File: src/rtl/ddr3_ui_pkg.sv
// Shared constants and helpers for the MIG 7-series DDR3 user (app) interface.
package ddr3_ui_pkg;

  localparam logic [2:0]  CMD_WRITE      = 3'b000;
  localparam logic [2:0]  CMD_READ       = 3'b001;
  localparam int unsigned APP_DATA_WIDTH = 512;
  localparam int unsigned APP_MASK_WIDTH = 64;
  localparam int unsigned ADDR_WIDTH     = 29;
  localparam int unsigned ADDR_INC       = 8;
  localparam int unsigned PIX_BYTES      = 4;

  typedef enum logic [1:0] {
    S_IDLE,
    S_FILL,
    S_ISSUE,
    S_DONE
  } wr_state_e;

  // Byte mask for a word holding n_pix pixels: used bytes 0, unused bytes 1.
  function automatic logic [APP_MASK_WIDTH-1:0] partial_mask(input logic [4:0] n_pix);
    logic [APP_MASK_WIDTH-1:0] m;
    m = '0;
    for (int unsigned i = 0; i < APP_MASK_WIDTH; i++) begin
      m[i] = (i >= PIX_BYTES * n_pix);
    end
    return m;
  endfunction

endpackage

File: src/rtl/ddr3_row_writer_if.sv
// Pixel stream plus MIG app write channel seen by the row writer.
interface ddr3_row_writer_if #(
  parameter int unsigned ADDR_WIDTH = 29
);

  logic [31:0]                               pix_data;
  logic                                      pix_valid;
  logic                                      pix_ready;
  logic [ADDR_WIDTH-1:0]                     app_addr;
  logic [2:0]                                app_cmd;
  logic                                      app_en;
  logic                                      app_rdy;
  logic [ddr3_ui_pkg::APP_DATA_WIDTH-1:0]    app_wdf_data;
  logic [ddr3_ui_pkg::APP_MASK_WIDTH-1:0]    app_wdf_mask;
  logic                                      app_wdf_wren;
  logic                                      app_wdf_end;
  logic                                      app_wdf_rdy;

  modport master (
    input  pix_data, pix_valid, app_rdy, app_wdf_rdy,
    output pix_ready, app_addr, app_cmd, app_en,
           app_wdf_data, app_wdf_mask, app_wdf_wren, app_wdf_end
  );

  modport slave (
    output pix_data, pix_valid, app_rdy, app_wdf_rdy,
    input  pix_ready, app_addr, app_cmd, app_en,
           app_wdf_data, app_wdf_mask, app_wdf_wren, app_wdf_end
  );

endinterface

File: src/rtl/pix_word_packer.sv
// Packs 32-bit pixels into a 512-bit app word, pixel 0 in the LSBs.
module pix_word_packer
  import ddr3_ui_pkg::*;
#(
  parameter int unsigned PIX_WIDTH = 32
) (
  input  logic                      clk,
  input  logic                      rst_n,
  input  logic                      clear,
  input  logic                      push,
  input  logic                      flush,
  input  logic [PIX_WIDTH-1:0]      pix,
  output logic                      word_full,
  output logic [APP_DATA_WIDTH-1:0] word_data,
  output logic [APP_MASK_WIDTH-1:0] word_mask
);

  localparam int unsigned SLOTS = APP_DATA_WIDTH / PIX_WIDTH;

  logic [4:0]                slot_q, slot_d;
  logic [APP_DATA_WIDTH-1:0] data_q, data_d;
  logic [APP_MASK_WIDTH-1:0] mask_q, mask_d;

  assign word_full = push & ((slot_q == 5'(SLOTS - 1)) | flush);
  assign word_data = data_q;
  assign word_mask = mask_q;

  // Data is zeroed on clear so bytes beyond a partial word read back as 0.
  always_comb begin
    slot_d = slot_q;
    data_d = data_q;
    mask_d = mask_q;
    if (clear) begin
      slot_d = '0;
      data_d = '0;
    end else if (push) begin
      data_d[PIX_WIDTH*int'(slot_q) +: PIX_WIDTH] = pix;
      slot_d = slot_q + 5'd1;
      if (word_full) begin
        mask_d = partial_mask(slot_q + 5'd1);
      end
    end
  end

  always_ff @(posedge clk or negedge rst_n) begin
    if (!rst_n) begin
      slot_q <= '0;
      data_q <= '0;
      mask_q <= '0;
    end else begin
      slot_q <= slot_d;
      data_q <= data_d;
      mask_q <= mask_d;
    end
  end

endmodule

File: src/rtl/ddr3_row_writer.sv
// Writes one stitched frame per start pulse into DDR3 through the MIG app
// interface, one 512-bit word per command, rows contiguous from BASE_ADDR.
module ddr3_row_writer
  import ddr3_ui_pkg::*;
#(
  parameter int unsigned WIDTH      = 1100,
  parameter int unsigned HEIGHT     = 1100,
  parameter int unsigned BASE_ADDR  = 0,
  parameter int unsigned ADDR_WIDTH = 29,
  parameter int unsigned PIX_WIDTH  = 32
) (
  input  logic sys_clk,
  input  logic rst_n,
  input  logic start,
  input  logic init_calib_complete,
  output logic busy,
  output logic frame_done,
  ddr3_row_writer_if.master bus
);

  localparam int unsigned COL_W = (WIDTH > 1) ? $clog2(WIDTH) : 1;
  localparam int unsigned ROW_W = (HEIGHT > 1) ? $clog2(HEIGHT) : 1;

  typedef logic [ADDR_WIDTH-1:0] addr_t;

  wr_state_e        state_q, state_d;
  addr_t            addr_q, addr_d;
  logic [COL_W-1:0] col_q, col_d;
  logic [ROW_W-1:0] row_q, row_d;
  logic             last_q, last_d;
  logic             cmd_done_q, cmd_done_d;
  logic             dat_done_q, dat_done_d;

  logic                      pk_clear;
  logic                      pix_accept;
  logic                      row_end;
  logic                      word_full;
  logic                      en;
  logic                      wren;
  logic                      cmd_fire;
  logic                      dat_fire;
  logic [APP_DATA_WIDTH-1:0] word_data;
  logic [APP_MASK_WIDTH-1:0] word_mask;

  assign row_end    = (col_q == COL_W'(WIDTH - 1));
  assign pix_accept = (state_q == S_FILL) & bus.pix_valid;
  assign en         = (state_q == S_ISSUE) & ~cmd_done_q;
  assign wren       = (state_q == S_ISSUE) & ~dat_done_q;
  assign cmd_fire   = en & bus.app_rdy;
  assign dat_fire   = wren & bus.app_wdf_rdy;

  assign bus.pix_ready    = (state_q == S_FILL);
  assign bus.app_addr     = addr_q;
  assign bus.app_cmd      = CMD_WRITE;
  assign bus.app_en       = en;
  assign bus.app_wdf_wren = wren;
  assign bus.app_wdf_end  = wren;
  assign bus.app_wdf_data = word_data;
  assign bus.app_wdf_mask = word_mask;
  assign busy             = (state_q == S_FILL) | (state_q == S_ISSUE);
  assign frame_done       = (state_q == S_DONE);

  pix_word_packer #(
    .PIX_WIDTH (PIX_WIDTH)
  ) u_packer (
    .clk       (sys_clk),
    .rst_n     (rst_n),
    .clear     (pk_clear),
    .push      (pix_accept),
    .flush     (row_end),
    .pix       (bus.pix_data),
    .word_full (word_full),
    .word_data (word_data),
    .word_mask (word_mask)
  );

  always_comb begin
    state_d    = state_q;
    addr_d     = addr_q;
    col_d      = col_q;
    row_d      = row_q;
    last_d     = last_q;
    cmd_done_d = cmd_done_q;
    dat_done_d = dat_done_q;
    pk_clear   = 1'b0;
    unique case (state_q)
      S_IDLE: begin
        pk_clear = 1'b1;
        if (start && init_calib_complete) begin
          state_d    = S_FILL;
          addr_d     = addr_t'(BASE_ADDR);
          col_d      = '0;
          row_d      = '0;
          last_d     = 1'b0;
          cmd_done_d = 1'b0;
          dat_done_d = 1'b0;
        end
      end
      S_FILL: begin
        if (pix_accept) begin
          if (row_end) begin
            col_d = '0;
            row_d = row_q + 1'b1;
            if (row_q == ROW_W'(HEIGHT - 1)) begin
              last_d = 1'b1;
            end
          end else begin
            col_d = col_q + 1'b1;
          end
          if (word_full) begin
            state_d = S_ISSUE;
          end
        end
      end
      S_ISSUE: begin
        // Command and data may complete in either order; retire the word
        // only once both sides have been accepted.
        if (cmd_fire) cmd_done_d = 1'b1;
        if (dat_fire) dat_done_d = 1'b1;
        if ((cmd_done_q | cmd_fire) & (dat_done_q | dat_fire)) begin
          cmd_done_d = 1'b0;
          dat_done_d = 1'b0;
          addr_d     = addr_q + addr_t'(ADDR_INC);
          pk_clear   = 1'b1;
          state_d    = last_q ? S_DONE : S_FILL;
        end
      end
      S_DONE: begin
        state_d = S_IDLE;
      end
      default: state_d = S_IDLE;
    endcase
  end

  always_ff @(posedge sys_clk or negedge rst_n) begin
    if (!rst_n) begin
      state_q    <= S_IDLE;
      addr_q     <= '0;
      col_q      <= '0;
      row_q      <= '0;
      last_q     <= 1'b0;
      cmd_done_q <= 1'b0;
      dat_done_q <= 1'b0;
    end else begin
      state_q    <= state_d;
      addr_q     <= addr_d;
      col_q      <= col_d;
      row_q      <= row_d;
      last_q     <= last_d;
      cmd_done_q <= cmd_done_d;
      dat_done_q <= dat_done_d;
    end
  end

endmodule

File: src/flat_wrapper.sv
// flat-port wrapper written by rule: the top's interface ports become plain ports
module ddr3_row_writer_flat import ddr3_ui_pkg::*;
#(
  parameter int unsigned WIDTH      = 1100,
  parameter int unsigned HEIGHT     = 1100,
  parameter int unsigned BASE_ADDR  = 0,
  parameter int unsigned ADDR_WIDTH = 29,
  parameter int unsigned PIX_WIDTH  = 32
)
  (sys_clk, rst_n, start, init_calib_complete, busy, frame_done, bus_pix_data, bus_pix_valid, bus_app_rdy, bus_app_wdf_rdy, bus_pix_ready, bus_app_addr, bus_app_cmd, bus_app_en, bus_app_wdf_data, bus_app_wdf_mask, bus_app_wdf_wren, bus_app_wdf_end);
  ddr3_row_writer_if #(.ADDR_WIDTH(ADDR_WIDTH)) bus_i ();
  input  logic sys_clk;
  input  logic rst_n;
  input  logic start;
  input  logic init_calib_complete;
  output logic busy;
  output logic frame_done;
  input wire logic [$bits(bus_i.pix_data)-1:0] bus_pix_data;
  input wire logic [$bits(bus_i.pix_valid)-1:0] bus_pix_valid;
  input wire logic [$bits(bus_i.app_rdy)-1:0] bus_app_rdy;
  input wire logic [$bits(bus_i.app_wdf_rdy)-1:0] bus_app_wdf_rdy;
  output wire logic [$bits(bus_i.pix_ready)-1:0] bus_pix_ready;
  output wire logic [$bits(bus_i.app_addr)-1:0] bus_app_addr;
  output wire logic [$bits(bus_i.app_cmd)-1:0] bus_app_cmd;
  output wire logic [$bits(bus_i.app_en)-1:0] bus_app_en;
  output wire logic [$bits(bus_i.app_wdf_data)-1:0] bus_app_wdf_data;
  output wire logic [$bits(bus_i.app_wdf_mask)-1:0] bus_app_wdf_mask;
  output wire logic [$bits(bus_i.app_wdf_wren)-1:0] bus_app_wdf_wren;
  output wire logic [$bits(bus_i.app_wdf_end)-1:0] bus_app_wdf_end;
  assign bus_i.pix_data = bus_pix_data;
  assign bus_i.pix_valid = bus_pix_valid;
  assign bus_i.app_rdy = bus_app_rdy;
  assign bus_i.app_wdf_rdy = bus_app_wdf_rdy;
  assign bus_pix_ready = bus_i.pix_ready;
  assign bus_app_addr = bus_i.app_addr;
  assign bus_app_cmd = bus_i.app_cmd;
  assign bus_app_en = bus_i.app_en;
  assign bus_app_wdf_data = bus_i.app_wdf_data;
  assign bus_app_wdf_mask = bus_i.app_wdf_mask;
  assign bus_app_wdf_wren = bus_i.app_wdf_wren;
  assign bus_app_wdf_end = bus_i.app_wdf_end;
  ddr3_row_writer #(.WIDTH(WIDTH), .HEIGHT(HEIGHT), .BASE_ADDR(BASE_ADDR), .ADDR_WIDTH(ADDR_WIDTH), .PIX_WIDTH(PIX_WIDTH)) u_core (.sys_clk(sys_clk), .rst_n(rst_n), .start(start), .init_calib_complete(init_calib_complete), .busy(busy), .frame_done(frame_done), .bus(bus_i));
endmodule
File: config.mk
export PLATFORM = sky130hd
export DESIGN_NAME = ddr3_row_writer_flat
export DESIGN_NICKNAME = d
export VERILOG_FILES = /design/src/rtl/ddr3_ui_pkg.sv /design/src/rtl/ddr3_row_writer_if.sv /design/src/rtl/pix_word_packer.sv /design/src/rtl/ddr3_row_writer.sv /design/src/flat_wrapper.sv
export SDC_FILE = /design/constraint.sdc
export NUM_CORES = 1
export LEC_CHECK = 0
export BUFFER_PORTS_ARGS = -buffer_cell sky130_fd_sc_hd__buf_2
export CORE_AREA = 5 5 273 275
export CTS_BUF_LIST = sky130_fd_sc_hd__clkbuf_2 sky130_fd_sc_hd__clkbuf_4 sky130_fd_sc_hd__clkbuf_8
export DETAILED_ROUTE_END_ITERATION = 12
export DIE_AREA = 0 0 278 280
export SKIP_CTS_REPAIR_TIMING = 1
export SYNTH_ARGS = -nofsm -noshare
export SYNTH_HDL_FRONTEND = slang
export SYNTH_SLANG_ARGS = --single-unit
File: constraint.sdc
create_clock -name sys_clk -period 7.47 [get_ports sys_clk]
set_input_delay 1.494 -clock sys_clk [delete_from_list [all_inputs] [get_ports sys_clk]]
set_output_delay 1.494 -clock sys_clk [all_outputs]
set_load 0.03 [all_outputs]
==> reports/metrics.cfg, run 1 <==
[status]
outcome=finished, final reports clean

[routing]
wl_per_cell_um=24.33
drt_iter0_drc=1791
first_pass_iters=5
ant_nets=0
wl_um=93190
drc=0
vias_per_cell=5.345
vias=20480

[final_layout]
fin_area_um2=30860
drive_above_1_share=0.3093
fillCellCount=6937
nets=2845
area_growth_pct=24.17
fin_util=0.4280

[synth]
async_flop_share=1.000
ys_ff_latch=602
synthDistinctLibCells=64
avgSynthCellArea_um2=11.07
synthFlopType=dfrtp_1
synth_edf_count=0
synth_area_um2=24850
yosys_warnings=0
synth_cells=2244
yosysSeqAreaShare=0.6062

[sta]
min_period_ps=4655
finalMaxSlewViolations=0
fin_crit_sh=0.6232
grt_setup_unrepaired=no
max_freq_mhz=214.8
worstMarginPinSlew_ps=1259
setup_tns_ps=0
clock_skew_ps=63.09
final_hold_viol_count=0
slew-limit-headroom=0.1588
setup_viol=0

[critical_path]
cp.required_ps=8040
cp_max_fo=53
arrival_ps=5230
end_kind=register
startpoint_type=register
critical_path_class=register to register

[cts]
cts_tree=yes
clock_latency_ps=710
cts_sinks=602
clockBufferDepth=3
htree_num_levels=3
root_buffer=clkbuf_8
cts-buffers-inserted=102
clk_pin_slew_ps=60

[floorplanning]
coreArea_um2=72090
start_util=0.3447
ioPinCount=653
die_h_um=280
rows=99
dieArea_um2=77840
fp.dieW_um=278

[global_route]
gr-total-overflow=0
antenna_found_initial=3
grt_usage=0.2287
grt_pass1_vias=20750
grt_pass1_wl_um=137100
grt_max_degree=191

[placement]
hpwl_um=63590
dpl-instance-area_um2=28600
numPortBuffers=646
gp_congestion=0.8568

[run]
drv_cap=0

[power]
vdd_drop_max_v=0.0002505
p_leak_nw=15.94
cellPowerDensity_nw_per_um2=282.3

[hold_path]
hp-class=register to register

==> cell type report <==
type / count / area (um2) / share of cell area
diodes: 1 / 2.502 / 0.00008110
clock buffers: 156 / 1972 / 0.06390
clock inverters: 27 / 272.8 / 0.008840
inverters: 13 / 48.80 / 0.001581
multi-input cells: 1405 / 8851 / 0.2868
flip-flops and latches: 602 / 15060 / 0.4882
well taps: 959 / 1200 / 0.03889
repair buffers: 668 / 3446 / 0.1117
==> metal layers <==
| layer | global-route usage | share of wire | vias up | wire length [um] |
|---|---|---|---|---|
| met3 | 0.05908 | 0.085 | 191 | 7937 |
| met4 | 0.07645 | 0.033 | 0 | 3101 |
| li1 | - | - | 8909 | - |
| met2 | 0.3720 | 0.47 | 1048 | 43660 |
| met5 | 0 | 0 | - | 0 |
| met1 | 0.3013 | 0.41 | 10330 | 38490 |
==> kinds of logic after synthesis <==
kind of cell	after synthesis	share of synthesized area
AND/OR/NAND/NOR	720	0.1268
flip-flops	602	0.6062
AO/OA/AOI/OAI	465	0.1362
buffers and inverters	242	0.04481
multiplexers	164	0.06611
XOR/XNOR	36	0.01269
adder cells (fa/ha/maj)	14	0.007049
other	1	0.0001509
==> cell usage after synthesis (16+ instances only) <==
cell type  number  area (um2)
buf_2          46       230.2
a21oi_1        79       395.4
nand3_1        84       420.4
clkbuf_1      133       499.2
dfrtp_1       602       15060
nand2_1       457        1715
nor2_1         68       255.2
nor3_1         17       85.08
o21ai_0        77       385.4
buf_4          39       292.8
mux2i_1       163        1632
xor2_1         17       148.9
xnor2_1        19       166.4
a22o_1        229        2006
and3_1         16       100.1
==> metrics by stage <==
stage | std cells | hold slack, ps | worst slack [ps] | power [mW]
3_5_place_dp | 3646 | 455.9 | 2199 | 5.544
6_report | 3831 | 465.0 | 2815 | 8.711
2_1_floorplan | 2249 | 462.9 | 4244 | 4.730
4_1_cts | 3829 | 468.7 | 2718 | 8.788
3_3_place_gp | 3646 | 459.4 | 2331 | 5.480
5_1_grt | 3831 | 504.9 | 2480 | 9.095
==> where the power goes <==
group / internal (mW) / switching (mW)
clock network: 1.80 / 1.41
logic: 0.361 / 1.73
registers: 3.33 / 0.0804
==> final timing paths <==
check | startpoint | end | slack, ps | cells after the start
setup / recovery | u_core.state_q[0]$_DFFE_PN0P_ | u_core.u_packer.word_data[195]$_DFFE_PN0P_ | 2820 | 9
hold / removal | u_core.u_packer.word_mask[56]$_DFFE_PN0P_ | u_core.u_packer.word_mask[56]$_DFFE_PN0P_ | 470 | 2
setup reg to reg | u_core.state_q[0]$_DFFE_PN0P_ | u_core.u_packer.word_data[195]$_DFFE_PN0P_ | 2820 | 9
hold reg to reg | u_core.u_packer.word_mask[56]$_DFFE_PN0P_ | u_core.u_packer.word_mask[56]$_DFFE_PN0P_ | 470 | 2
max in group asynchronous | rst_n | u_core.u_packer.word_data[230]$_DFFE_PN0P_ | 4980 | 2
min in group asynchronous | rst_n | u_core.u_packer.word_data[215]$_DFFE_PN0P_ | 950 | 1
==> registers in the layout, indices dropped and copies added (netlist names) <==
| signal | cells |
|---|---|
| u_core.u_packer.word_data | 512 |
| u_core.u_packer.word_mask | 32 |
| u_core.bus.app_addr | 26 |
| u_core.col_q | 11 |
| u_core.row_q | 11 |
| u_core.u_packer.slot_q | 5 |
| u_core.state_q | 2 |
| u_core.cmd_done_q | 1 |
| u_core.dat_done_q | 1 |
| u_core.last_q | 1 |
==> critical path, stage by stage (launching register included) <==
cell       delay, ps
dfrtp_1          430
inv_1            110
ha_1             450
o221a_1          330
or2_4            390
buf_4            640
o2111ai_1        550
nor3_4           810
buf_4            510
mux2i_1          270
==> cell usage in the layout (no fill, tap or decap), drive strengths merged, types with 4 or more instances in the layout <==
cell type	n
nor3	23
or4	4
o21a	7
a21oi	79
o21ai	91
nand4	12
nand3	84
clkbuf	156
nand2	457
nor2b	5
xor2	17
xnor2	19
and3	16
conb	6
dfrtp	602
ha	14
inv	19
nand2b	4
a21o	13
o22a	4
nor4	10
o31ai	11
mux2i	163
and2	7
nor4b	6
nor2	72
buf	668
or3	10
clkinv	17
a22o	229
No activity file was read; power rests on OpenSTA's default activity.
==> run 2: changes to the inputs <==
- ABC_AREA: unset -> 1
- CORE_AREA: 5 5 273 275 -> 5 5 287 289
- DIE_AREA: 0 0 278 280 -> 0 0 292 294
- clock period: 7.47 -> 3.9 ns (I/O delays scaled with it)
==> reports/metrics.cfg, run 2 <==
[global_route]
gr-total-overflow=0  ; unchanged
grt_max_degree=205  ; +7.3%
grt_usage=0.2557  ; +0.02699
antenna_found_initial=4  ; +1
grt_pass1_wl_um=168400  ; +23%
grt_pass1_vias=25720  ; +24%

[power]
cellPowerDensity_nw_per_um2=552.0  ; +96%
p_leak_nw=19.26  ; +21%
vdd_drop_max_v=0.0004744  ; +89%

[placement]
numPortBuffers=646  ; unchanged
place_inst=4898  ; +34%
gp_congestion=0.8981  ; +4.8%
hpwl_um=79520  ; +25%
pre_cts_slack_ps=688.8  ; -1510 ps

[critical_path]
end_kind=output port
cp.required_ps=3120  ; -4920 ps
critPathLaunch=u_core.state_q[0]$_DFFE_PN0P_
arrival_ps=2490  ; -2740 ps
startpoint_type=register
cp_max_fo=21  ; -60%
critical_path_class=register to output port
reg2reg_from=u_core.u_packer.slot_q[0]$_DFFE_PN0P_

[sta]
setup_viol=0  ; unchanged
grt_setup_unrepaired=no
max_freq_mhz=305.4
finalMaxSlewViolations=0  ; unchanged
clock_skew_ps=52.00  ; -11.09 ps
fin_crit_sh=0.8397
min_period_ps=3275
slew-limit-headroom=0.2024  ; +0.04359
setup_slack_ps=625.2  ; -2190 ps
final_hold_viol_count=0  ; unchanged
setup_tns_ps=0  ; unchanged
worstMarginPinSlew_ps=1196  ; -62.57 ps

[final_layout]
final_cell_mix=1106 x nand2_1, 692 x nand3_1, 645 x buf_2, 601 x dfrtp_1, 291 x nor2_1
area_growth_pct=23.32
finalNonFillerCells=5096  ; +33%
layout_commonest_cell=nand2_1
largest_reg_flops=512  ; unchanged
fillCellCount=8199  ; +18%
drive_above_1_share=0.2400  ; -0.06934
nets=4000  ; +41%

[synth]
yosys_warnings=0  ; unchanged
yosysSeqAreaShare=0.5483  ; -0.05786
ys_ff_latch=602  ; unchanged
async_flop_share=1.000  ; unchanged
synth_area_um2=27470  ; +11%
synthFlopType=dfrtp_1
synth_top_area_share=0.5483  ; -0.05786
synth_top_cell_by_area=dfrtp_1
synth_most_common_cell=nand2_1
synth_area_leaders=dfrtp_1 55%, nand2_1 15%, nand3_1 13%, nor2_1 4.0%, buf_2 2.4%
synth_commonest_cells=1107 x nand2_1, 692 x nand3_1, 602 x dfrtp_1
synthDistinctLibCells=39  ; -39%
synth_cells=3383  ; +51%
avgSynthCellArea_um2=8.121  ; -27%
synth_edf_count=0  ; unchanged

[cts]
cts_sinks=602  ; unchanged
root_buffer=clkbuf_8
htree_num_levels=3  ; unchanged
clk_pin_slew_ps=60  ; about the same
cts-buffers-inserted=107  ; +4.9%
clockBufferDepth=3  ; unchanged
clock_latency_ps=750  ; +40 ps
cts_tree=yes

[floorplanning]
start_util=0.3450  ; about the same
coreArea_um2=79640  ; +10%
ioPinCount=653  ; unchanged
rows=104  ; +5.1%
fp.dieW_um=292  ; +5.0%
dieArea_um2=85850  ; +10%
die_h_um=294  ; +5.0%

[hold_path]
hp-class=primary input to asynchronous set/reset pin

[routing]
first_pass_iters=6  ; +1
ant_nets=0  ; unchanged
wl_per_cell_um=22.46  ; -7.7%
drt_iter0_drc=2264  ; +26%
vias=26120  ; +28%
vias_per_cell=5.125  ; -4.1%
wl_um=114500  ; +23%
drc=0  ; unchanged

[run]
drv_cap=0  ; unchanged

[status]
outcome=finished, final reports clean

-- run 2: area by class of cell --
| cell class | count | area (um2) | share of cell area |
|---|---|---|---|
| Clock buffer | 166 | 2072 | 0.06116 |
| Inverter | 128 | 490.5 | 0.01448 |
| Multi-Input combinational cell | 2389 | 10620 | 0.3134 |
| Tap cell | 1060 | 1326 | 0.03915 |
| Timing Repair Buffer | 719 | 3916 | 0.1156 |
| Sequential cell | 602 | 15070 | 0.4448 |
| Antenna cell | 2 | 5.005 | 0.0001477 |
| Clock inverter | 30 | 385.4 | 0.01137 |
-- run 2: worst max-delay path, stage by stage, from the launching register on --
cell	delay (ps)
dfrtp_1	410
inv_1	110
ha_1	240
buf_4	320
inv_1	210
nor2_1	240
buf_2	250
-- run 2: kinds of logic (layout without fill, tap and decap cells) --
kind of cell             after synthesis  count (layout)  synth area share
buffers and inverters                397            1043           0.06745
flip-flops                           602             602            0.5483
adder cells (fa/ha/maj)               14              14          0.006376
XOR/XNOR                              14              14          0.004737
other                                  1               8         0.0001365
AO/OA/AOI/OAI                        138             138           0.02619
AND/OR/NAND/NOR                     2217            2217            0.3468
-- run 2: through the flow --
stage            util  area (um2)  power, mW  hold WS [ps]
6_report       0.4254       33880      18.70         43.13
5_1_grt        0.4254       33880      19.54         35.23
3_3_place_gp   0.3945       31420      12.06         453.0
2_1_floorplan       -       27490      10.14         484.4
4_1_cts        0.4254       33880      18.82        -6.784
3_5_place_dp   0.3945       31420      12.04         458.8
-- run 2: final timing paths --
| path | to | slack (ps) | cells past startpoint |
|---|---|---|---|
| worst max-delay path | bus_app_wdf_wren | 630 | 6 |
| worst min-delay path | u_core.u_packer.word_data[135]$_DFFE_PN0P_ | 40 | 1 |
| worst max register to register | u_core.u_packer.word_data[253]$_DFFE_PN0P_ | 670 | 14 |
| worst min register to register | u_core.u_packer.word_mask[0]$_DFFE_PN0P_ | 470 | 2 |
| max in group asynchronous | u_core.u_packer.word_data[479]$_DFFE_PN0P_ | 2780 | 2 |
| min in group sys_clk | u_core.dat_done_q$_DFFE_PN0P_ | 420 | 5 |
-- run 2: report_power, final --
part,switching (mW),internal (mW)
clock,2.87,3.87
sequential,0.128,6.40
combinational,4.59,0.855
-- run 2: per-layer routing --
layer / vias to the layer above / part of all wire / track usage
met5: - / 0 / 0
met4: 0 / 0.044 / 0.1084
met3: 230 / 0.10 / 0.08853
met2: 1128 / 0.46 / 0.4079
met1: 12660 / 0.39 / 0.3180
li1: 12100 / - / -
